<file path="src/rtl/memory_write_control.sv">
// Input-side frame writer: decimates a DE-qualified video stream 2:1 in both directions
// and writes the kept pixels densely into frame memory, flagging frame completion and overflow.
module memory_write_control #(
  parameter int unsigned DATA_WIDTH = 24,
  parameter int unsigned ADDR_DEPTH = 512 * 512 / 4,
  parameter int unsigned ADDR_WIDTH = $clog2(ADDR_DEPTH)
) (
  input  logic                  i_clk,
  input  logic                  rst,
  input  logic                  i_vsync,
  input  logic                  i_hsync,
  input  logic                  i_de,
  input  logic [DATA_WIDTH-1:0] i_data,
  input  logic [10:0]           i_hres,
  input  logic [10:0]           i_vres,
  output logic                  o_wen,
  output logic [ADDR_WIDTH-1:0] o_waddr,
  output logic [DATA_WIDTH-1:0] o_wdata,
  output logic                  o_frame_done,
  output logic                  o_overflow
);

  localparam logic [ADDR_WIDTH-1:0] AddrLast = ADDR_WIDTH'(ADDR_DEPTH - 1);

  typedef enum logic [1:0] {StIdle, StActive, StDone} state_e;

  state_e state_q, state_d;

  logic                  vsync_q, de_q;
  logic                  vs_rise, de_fall, last_row, qual, active;
  logic [11:0]           col_cnt_q, col_cnt_d;
  logic [11:0]           row_cnt_q, row_cnt_d;
  logic [11:0]           row_inc;
  logic [ADDR_WIDTH-1:0] addr_q, addr_d;
  logic                  full_q, full_d;
  logic                  wen_q, wen_d;
  logic [ADDR_WIDTH-1:0] waddr_q, waddr_d;
  logic [DATA_WIDTH-1:0] wdata_q, wdata_d;
  logic                  frame_done_q, frame_done_d;
  logic                  overflow_q, overflow_d;

  // Line sync carries no information the DE stream does not already give.
  logic unused_hsync;
  assign unused_hsync = i_hsync;

  assign vs_rise  = i_vsync & ~vsync_q;
  assign de_fall  = ~i_de & de_q;
  assign active   = (state_q == StActive);
  assign row_inc  = row_cnt_q + 12'd1;
  assign last_row = (row_inc == {1'b0, i_vres});
  assign qual     = active & i_de & (col_cnt_q < {1'b0, i_hres}) &
                    ~col_cnt_q[0] & ~row_cnt_q[0];

  // State register
  always_ff @(posedge i_clk or posedge rst) begin
    if (rst) begin
      state_q <= StIdle;
    end else begin
      state_q <= state_d;
    end
  end

  // Next-state logic; a new frame sync wins over everything else
  always_comb begin
    state_d = state_q;
    if (vs_rise) begin
      state_d = StActive;
    end else if (active && de_fall && last_row) begin
      state_d = StDone;
    end
  end

  // Counter and write-port next values
  always_comb begin
    col_cnt_d    = col_cnt_q;
    row_cnt_d    = row_cnt_q;
    addr_d       = addr_q;
    full_d       = full_q;
    wen_d        = 1'b0;
    waddr_d      = waddr_q;
    wdata_d      = wdata_q;
    frame_done_d = 1'b0;
    overflow_d   = overflow_q;
    if (vs_rise) begin
      col_cnt_d  = '0;
      row_cnt_d  = '0;
      addr_d     = '0;
      full_d     = 1'b0;
      overflow_d = 1'b0;
    end else if (active) begin
      if (de_fall) begin
        col_cnt_d    = '0;
        row_cnt_d    = row_inc;
        frame_done_d = last_row;
      end else if (i_de && (col_cnt_q != 12'hfff)) begin
        col_cnt_d = col_cnt_q + 12'd1;
      end
      if (qual) begin
        if (!full_q) begin
          wen_d   = 1'b1;
          waddr_d = addr_q;
          wdata_d = i_data;
          // The address sticks at the last word once the memory is full.
          if (addr_q == AddrLast) begin
            full_d = 1'b1;
          end else begin
            addr_d = addr_q + 1'b1;
          end
        end else begin
          overflow_d = 1'b1;
        end
      end
    end
  end

  // Sync/DE history resets high so levels already present at release are not edges.
  always_ff @(posedge i_clk or posedge rst) begin
    if (rst) begin
      vsync_q      <= 1'b1;
      de_q         <= 1'b1;
      col_cnt_q    <= '0;
      row_cnt_q    <= '0;
      addr_q       <= '0;
      full_q       <= 1'b0;
      wen_q        <= 1'b0;
      waddr_q      <= '0;
      wdata_q      <= '0;
      frame_done_q <= 1'b0;
      overflow_q   <= 1'b0;
    end else begin
      vsync_q      <= i_vsync;
      de_q         <= i_de;
      col_cnt_q    <= col_cnt_d;
      row_cnt_q    <= row_cnt_d;
      addr_q       <= addr_d;
      full_q       <= full_d;
      wen_q        <= wen_d;
      waddr_q      <= waddr_d;
      wdata_q      <= wdata_d;
      frame_done_q <= frame_done_d;
      overflow_q   <= overflow_d;
    end
  end

  assign o_wen        = wen_q;
  assign o_waddr      = waddr_q;
  assign o_wdata      = wdata_q;
  assign o_frame_done = frame_done_q;
  assign o_overflow   = overflow_q;

endmodule

</file>
<file path="config.mk">
export PLATFORM = sky130hd
export DESIGN_NAME = memory_write_control
export DESIGN_NICKNAME = d
export VERILOG_FILES = /design/src/rtl/memory_write_control.sv
export SDC_FILE = /design/constraint.sdc
export NUM_CORES = 1
export LEC_CHECK = 0
export BUFFER_PORTS_ARGS = -buffer_cell sky130_fd_sc_hd__buf_4
export CORE_ASPECT_RATIO = 1.25
export CORE_UTILIZATION = 59
export DETAILED_ROUTE_END_ITERATION = 8
export GPL_TIMING_DRIVEN = 0
export PLACE_DENSITY = 0.91
export SLEW_MARGIN = 20
export SYNTH_ARGS = -nofsm -noshare
export SYNTH_HDL_FRONTEND = slang
export SYNTH_SLANG_ARGS = --single-unit
</file>
<file path="constraint.sdc">
create_clock -name i_clk -period 5.4 [get_ports i_clk]
set_input_delay 1.62 -clock i_clk [delete_from_list [all_inputs] [get_ports i_clk]]
set_output_delay 1.62 -clock i_clk [all_outputs]
set_load 0.03 [all_outputs]
</file>
* After elaboration in Yosys (flattened, before gate mapping)
Index checks and enable logic that the tools add are counted.
** Storage, ports and cells
- Output and inout port bits :: 43
- Input bits :: 51
- Flip-flop bits (word level) :: 88
- Logic and storage cells :: 79
** Operators by class
- $add $sub $neg :: 3
- Reductions and logical operators :: 15
- Mux-type cells :: 30
- Bitwise logic cells :: 12
- Equality and inequality tests :: 6
- $lt $le $gt $ge :: 1
** Operator list (number)
- $mux 12 :: 7
- $mux 16 :: 5
- $add 12x1->12 const B :: 2
- $add 16x1->16 const B :: 1
- $eq 16x16->1 const B :: 1
- $mux 1 :: 16
- $eq 12x11->1 :: 1
- $lt 12x11->1 :: 1
- $ne 12x12->1 const B :: 1
- $reduce_bool 2->1 :: 5
- $reduce_and 4->1 :: 2
- $and 1x1->1 :: 6
- $not 1->1 :: 6
- $reduce_and 2->1 :: 3
- $mux 2 :: 2
- $ne 2x2->1 const B :: 2
- $logic_and 1x1->1 :: 3
- $reduce_and 3->1 :: 1
- $reduce_bool 3->1 :: 1
- $eq 2x1->1 const B :: 1

* Longest topological paths before layout
Gate-level depths: netlist of run 1.
- Depth after elaboration :: 8
- Gate-level depth with buffers :: 10
- Depth with buffers taken out :: 8

* Worst setup path before layout of run 1
OpenSTA, ideal clock, no wires.
- Path kind :: input port to flip-flop
- From :: input port i_hres[9]
- To :: register addr_q[12]
- Slack :: 1.879 ns
- Stages :: 8
- Setup time :: 0.078 ns
- Data required time :: 5.322 ns
- Arrival time :: 3.443 ns
- Path buffers :: 0
- Cell sequence :: inv_1 > ha_1 > a21oi_1 > o211ai_4 > or3_1 > or4_1 > or3_1 > a21oi_1
** Between the ends
- Longest elaborated chain between the ends :: 6
** Ends and longest elaborated chain
- start, declared :: line 14 : input logic [10:0] i_hres,
- $lt 12x11->1 :: line 51 : assign qual = active & i_de & (col_cnt_q < {1'b0, i_hres}) &
- $and 1x1->1 (2 in series) :: line 51
- $and 1x1->1 :: line 52 : ~col_cnt_q[0] & ~row_cnt_q[0];
- $reduce_bool 2->1 (no line)
- $reduce_and 4->1 (no line)
- end signal, assigned :: line 135 : addr_q <= addr_d;
- end, declared :: line 34 : logic [ADDR_WIDTH-1:0] addr_q, addr_d;
Every way passes these cells.
A chain may end at the register's enable or synchronous reset.

* Worst setup path in the final report of run 1
- From :: input port i_hres[5]
- To :: register wdata_q[14], in the netlist o_wdata[14]
** Between the ends
- Longest elaborated chain between the ends :: 5
** Ends and longest elaborated chain
- $lt 12x11->1 :: line 51
- $and 1x1->1 (2 in series) :: line 51
- $and 1x1->1 :: line 52
- $reduce_and 4->1 (no line)
- end signal, assigned :: line 139 : wdata_q <= wdata_d;
- end, declared :: line 38 : logic [DATA_WIDTH-1:0] wdata_q, wdata_d;
Every way passes these cells.

==> results of run 1 <==
[critical path, cell delays in order]
cell     delay, ns
buf_4         0.08
inv_1         0.04
ha_1          0.31
a21o_1        0.17
nand3_1       0.07
a21oi_1       0.06
a21o_1        0.27
nor4_1        0.80
buf_2         0.39
mux2_2        0.38
[sequential cells by signal, indices dropped and copies added, names as in the netlist]
name and count:
full_q 1, state_q 2, addr_q 16, o_frame_done 1
de_q 1, o_wen 1, vsync_q 1, col_cnt_q 12
o_waddr 16, row_cnt_q 12, o_wdata 24, o_overflow 1
[synthesized netlist by cell type, types with 3 or more instances]
cell type,number,area share (%)
a21o_1,3,0.50
a21oi_1,28,3.1
and4_1,5,0.97
buf_2,5,0.56
clkbuf_1,15,1.3
dfrtp_1,86,48
ha_1,13,3.6
inv_1,19,1.6
mux2_2,38,9.5
nand2_1,20,1.7
nand2b_1,3,0.42
nand3_1,21,2.3
nand4_1,9,1.3
nor2_1,27,2.3
nor2b_1,3,0.42
nor3_1,5,0.56
nor3b_1,3,0.50
nor4_1,5,0.70
o211ai_1,3,0.50
o21ai_0,12,1.3
o31ai_1,11,1.8
or3_1,12,1.7
or4_1,11,1.8
xnor2_1,19,3.7
xor2_1,10,1.9
[stage by stage]
step	worst slack [ns]	instance area [um2]
global placement	0.607	5300
detailed placement	1.20	5330
finish	1.46	5560
global route	1.31	5560
CTS	1.56	5560
floorplan	1.50	4490
[cell families (layout without fill, tap and decap cells)]
group	count (synthesis)	count (layout)	share of synthesized area, %
adders and majority gates	13	13	3.62
buffers and inverters	41	150	3.73
DFF	88	88	49.1
and+or+nand+nor	134	134	16.5
muxes	42	42	10.5
AOI/OAI and AO/OA	76	76	10.9
xor gates and xnor gates	29	29	5.65
[metal layers]
metal | vias up | part of all wire (%)
met5 | - | 0
met4 | 0 | 3.6
met3 | 33 | 4.4
met2 | 145 | 53
met1 | 1837 | 39
li1 | 1736 | -
[power breakdown]
group          switching [uW]  internal, uW  leakage (uW)  total, uW
clock network             262           270      0.000114        532
registers                66.9           757       0.00116        823
logic                     324           244       0.00126        568
total                     653          1270       0.00253       1920
[path summary, 6_finish.rpt]
path / from / endpoint / slack, ns / cells after the start
max in group asynchronous: rst / vsync_q / 3.42 / 3
setup reg to reg: col_cnt_q[5] / o_wdata[14] / 2.38 / 8
setup / recovery: i_hres[5] / o_wdata[14] / 1.46 / 10
hold reg to reg: o_waddr[9] / o_waddr[9] / 0.49 / 1
hold / removal: o_waddr[9] / o_waddr[9] / 0.49 / 1
min in group asynchronous: rst / o_wdata[10] / 1.31 / 2
[cell type report]
type / count / share of cell area [%]
sequential: 88 / 39.7
multi-input combinational: 294 / 38.1
timing repair buffer: 93 / 12.9
clock buffer: 9 / 2.23
tap: 92 / 2.07
clock inverter: 7 / 1.94
buffer: 22 / 1.73
inverter: 19 / 1.33
[layout by cell type (no fill, tap or decap), types with 3 or more instances in the layout]
| cell type | instances |
|---|---|
| xnor2_1 | 19 |
| a21o_1 | 3 |
| buf_2 | 5 |
| ha_1 | 13 |
| o31ai_1 | 11 |
| o21ai_0 | 12 |
| dfrtp_1 | 86 |
| nand2b_1 | 3 |
| or4_1 | 11 |
| nor3_1 | 5 |
| a21oi_1 | 28 |
| o211ai_1 | 3 |
| or3_1 | 12 |
| nor3b_1 | 3 |
| nor4_1 | 5 |
| and4_1 | 5 |
| nor2_1 | 27 |
| nand3_1 | 21 |
| xor2_1 | 10 |
| inv_1 | 18 |
| mux2_2 | 38 |
| nand2_1 | 20 |
| clkbuf_1 | 15 |
| buf_4 | 92 |
| nor2b_1 | 3 |
| nand4_1 | 9 |
| clkbuf_8 | 9 |
==> impl_metrics.csv, run 1 <==
group,metric,value,unit
place,gp_congestion,0.900,
route,dr.pass1.iters,4,
power_and_ir_drop,report.power.total,1920,uW
finish,area.growth.synth_to_final,23.8,%
synth,ys_seq_area_share,49.1,%
global_route,met2_usage,48.8,%
clock_network,clock_latency,0.37,ns
route,vias,3751,
floorplan,die_height,99.6,um
power_and_ir_drop,p_leak,0.00253,uW
global_route,grt_pass1_vias,3764,
floorplan,core_area,0.00736,mm2
place,hpwl,7570,um
sta,max_freq,254,MHz
critical_path,critical_path_class,"input port to flop",
clock_network,clkSinkCount,88,
synth,ys_ff_latch,88,
floorplan,die_area,0.00797,mm2
place,io_buffers,92,
route,detail_route.wl_per_cell,16.8,um
sta,slew_headroom,38.1,%
synth,synth_ff_type,"dfrtp_1",
finish,multi_input_area,0.00212,mm2
global_route,grt_use_met3,3.58,%
clock_network,htree_levels,3,
finish,fillerInstances,498,
clock_network,clockBufferDepth,2,
critical_path,end_kind,"flop",
synth,synth_area,0.00449,mm2
route,vias_per_cell,6.01,
finish,diodes,0,
floorplan,initial_core_util,61.1,%
finish,final_net_count,591,
critical_path,crit_arrival,4.19,ns
synth,synthArstFlopShare,100,%
finish,final_cells,624,
sta,hold_slack,0.493,ns
worst_hold_path,hp-class,"flop to flop",
power_and_ir_drop,peakVddDrop,228,uV
synth,avgSynthCellArea,10.6,um2
global_route,globalRoute.totalOverflow,0,
sta,setup_viol,0,
floorplan,dieWidth,80.0,um
synth,synth_nets,487,
global_route,grt_usage,28.2,%
floorplan,pin_count,94,
synth,synth_cell_type_count,51,
sta,worstMarginPinSlew,0.921,ns
power_and_ir_drop,power.density,346,mW/mm2
global_route,grt_pass1_wl,17200,um
critical_path,cp-start-kind,"input port",
place,dp_cells,608,
clock_network,cts_root_buf,"clkbuf_8",
clock_network,cts_hold_buffers,0,
global_route,grt_max_degree,48,
clock_network,clk_pin_slew,0.09,ns
sta,rsz0062_at_grt,"false",
sta,finalCriticalPeriod,3.94,ns
global_route,grt_use_met1,33.3,%
clock_network,post_cts_buffers,0,
clock_network,cts_tree,"done",
global_route,grt.busiest_layer,"met2",
route,wl,10500,um
finish,drive_above_1_share,30.3,%
finish,fin_util,75.6,%
outcome,outcome,"completed",
critical_path,crit_required,5.65,ns
route,drt_iter0_drc,297,
clock_network,cts_resized,0,
synth,yosysWarnings,0,
route,ant_nets,0,
route,drc,0,
sta,fin_skew,0.0116,ns
sta,period_share,72.9,%
floorplan,placementRows,35,
job,maxCapViolCount,0,
sta,slew_violations,0,
critical_path,cp_max_fo,10,
global_route,antenna_found_initial,0,
sta,hold_viol,0,
synth,synth_edf_count,0,
sta,fin_tns_setup,0,ns
synth,netlist_instances,423,
finish,seqCellArea,0.00220,mm2
clock_network,cts-buffers-inserted,9,
Note: power is estimated with default switching activity, not from simulation.
==> run 2: changes to the inputs <==
CORE_UTILIZATION = 55   (was 59)
PLACE_DENSITY = 0.86   (was 0.91)
clock period = 3.9 ns   (was 5.4 ns; I/O delays follow)
==> run 2 against run 1 <==
- non-clock buffer count is the same
- critical path depth did not move
- utilization fell by 5.2 points
- hold slack better by 0.0041 ns
- global-route usage fell by 4.2 points
- first-iteration DRC count down 28%
- clock skew grew 0.0058 ns
- combinational power rose by 39%
- die area up 7.1%
- wire length shrank 2.6%
- highest routed layer unchanged
==> impl_metrics.csv, run 2 (synthesis results as in run 1) <==
group,metric,value,unit
critical_path,timing.rr.end,"o_waddr[0]",
finish,drive_above_1_share,30.3,%
route,vias_per_cell,5.91,
clock_network,cts_root_buf,"clkbuf_8",
route,dr.pass1.iters,4,
worst_hold_path,whs_endpoint,"o_waddr[9]",
critical_path,cp_max_fo,10,
clock_network,cts_resized,0,
clock_network,htree_levels,3,
clock_network,clk_pin_slew,0.09,ns
place,gp_congestion,0.898,
sta,rsz0062_at_grt,"false",
floorplan,die_area,0.00853,mm2
sta,slew_headroom,51.3,%
power_and_ir_drop,power.density,461,mW/mm2
floorplan,die_height,103,um
finish,largest_reg_flops,24,
sta,worstMarginPinSlew,0.724,ns
sta,finalCriticalPeriod,3.28,ns
power_and_ir_drop,p_leak,0.00250,uW
finish,area.growth.synth_to_final,22.8,%
finish,final_common_cell,"buf_4",
clock_network,cts_hold_buffers,0,
route,drt_iter0_drc,213,
sta,setup_viol,0,
worst_hold_path,hold_depth,1,
critical_path,cp-start-kind,"input port",
clock_network,cts_tree,"done",
critical_path,crit_arrival,3.53,ns
job,maxCapViolCount,0,
global_route,globalRoute.totalOverflow,0,
sta,fin_tns_setup,0,ns
worst_hold_path,hp-class,"flop to flop",
critical_path,r2r_cells,8,
clock_network,clockBufferDepth,2,
sta,slew_violations,0,
clock_network,clock_latency,0.38,ns
route,ant_nets,0,
floorplan,initial_core_util,57.3,%
floorplan,placementRows,36,
place,hpwl,7410,um
critical_path,end_kind,"flop",
clock_network,cts-buffers-inserted,9,
global_route,antenna_found_initial,0,
global_route,grt_pass1_vias,3513,
sta,fin_skew,0.0174,ns
critical_path,crit_required,4.16,ns
outcome,outcome,"completed",
route,wl,10200,um
sta,period_share,84.0,%
worst_hold_path,min-delay-start,"o_waddr[9]",
finish,final_net_count,591,
critical_path,critical_path_class,"input port to flop",
route,drc,0,
critical_path,ff2ff_setup_slack,1.08,ns
global_route,grt_usage,23.9,%
sta,hold_slack,0.498,ns
place,io_buffers,92,
power_and_ir_drop,peakVddDrop,416,uV
global_route,grt_pass1_wl,16300,um
finish,diodes,0,
global_route,grt_max_degree,54,
finish,final_cell_mix,"buf_4, dfrtp_1, mux2_2, a21oi_1, nor2_1",
route,detail_route.wl_per_cell,16.2,um
clock_network,post_cts_buffers,0,
sta,hold_viol,0,
route,vias,3707,
critical_path,cp-startpoint,"i_hres[5]",
critical_path,r2r-start,"col_cnt_q[5]",
clock_network,clkSinkCount,88,
sta,max_freq,305,MHz
floorplan,dieWidth,82.8,um
floorplan,core_area,0.00784,mm2
floorplan,pin_count,94,
[run 2: power breakdown]
part           internal, uW  leakage (uW)  switching, uW
clock                   245     0.0000863            373
sequential             1050       0.00116           90.6
combinational           337       0.00126            451
[run 2: layout make-up]
cell class                      count  area (um2)
Clock buffer                        9         124
Tap cell                           95         119
Inverter                           19        73.8
Buffer                             22        96.3
Clock inverter                      7        62.6
Multi-Input combinational cell    294        2120
Timing Repair Buffer               93         718
Sequential cell                    88        2200
Fill cell                         610        2320
[run 2: critical path: stages]
cell and delay [ns]:
buf_4 0.07, inv_1 0.03, ha_1 0.30, a21o_1 0.16, nand3_1 0.07, a21oi_1 0.06, a21o_1 0.27, nor4_1 0.65
buf_2 0.38, mux2_2 0.37
[run 2: how the worst max path moves through the flow]
stage / end / slack [ns]
global route: o_waddr[0] / 0.41
global placement: o_waddr[14] / -0.45
detailed placement: o_waddr[0] / 0.21
CTS: o_waddr[0] / 0.61
floorplan: addr_q[0] / 0.45
finish: o_waddr[0] / 0.62
[run 2: per-layer routing]
metal  part of all wire [%]  GRT usage, %
met3                    4.3          3.44
met4                    2.6          12.1
met1                     40          28.1
met5                      0             0
met2                     54          43.4
[run 2: metrics by stage]
step | std cells | utilization, % | total power, uW | area [um2] | worst slack (ns)
floorplan | 423 | - | 1630 | 4490 | 0.455
global placement | 610 | 67.6 | 1910 | 5300 | -0.448
detailed placement | 611 | 68.0 | 1940 | 5330 | 0.206
CTS | 627 | 70.4 | 2550 | 5520 | 0.610
global route | 627 | 70.4 | 2650 | 5520 | 0.409
finish | 627 | 70.4 | 2540 | 5520 | 0.625
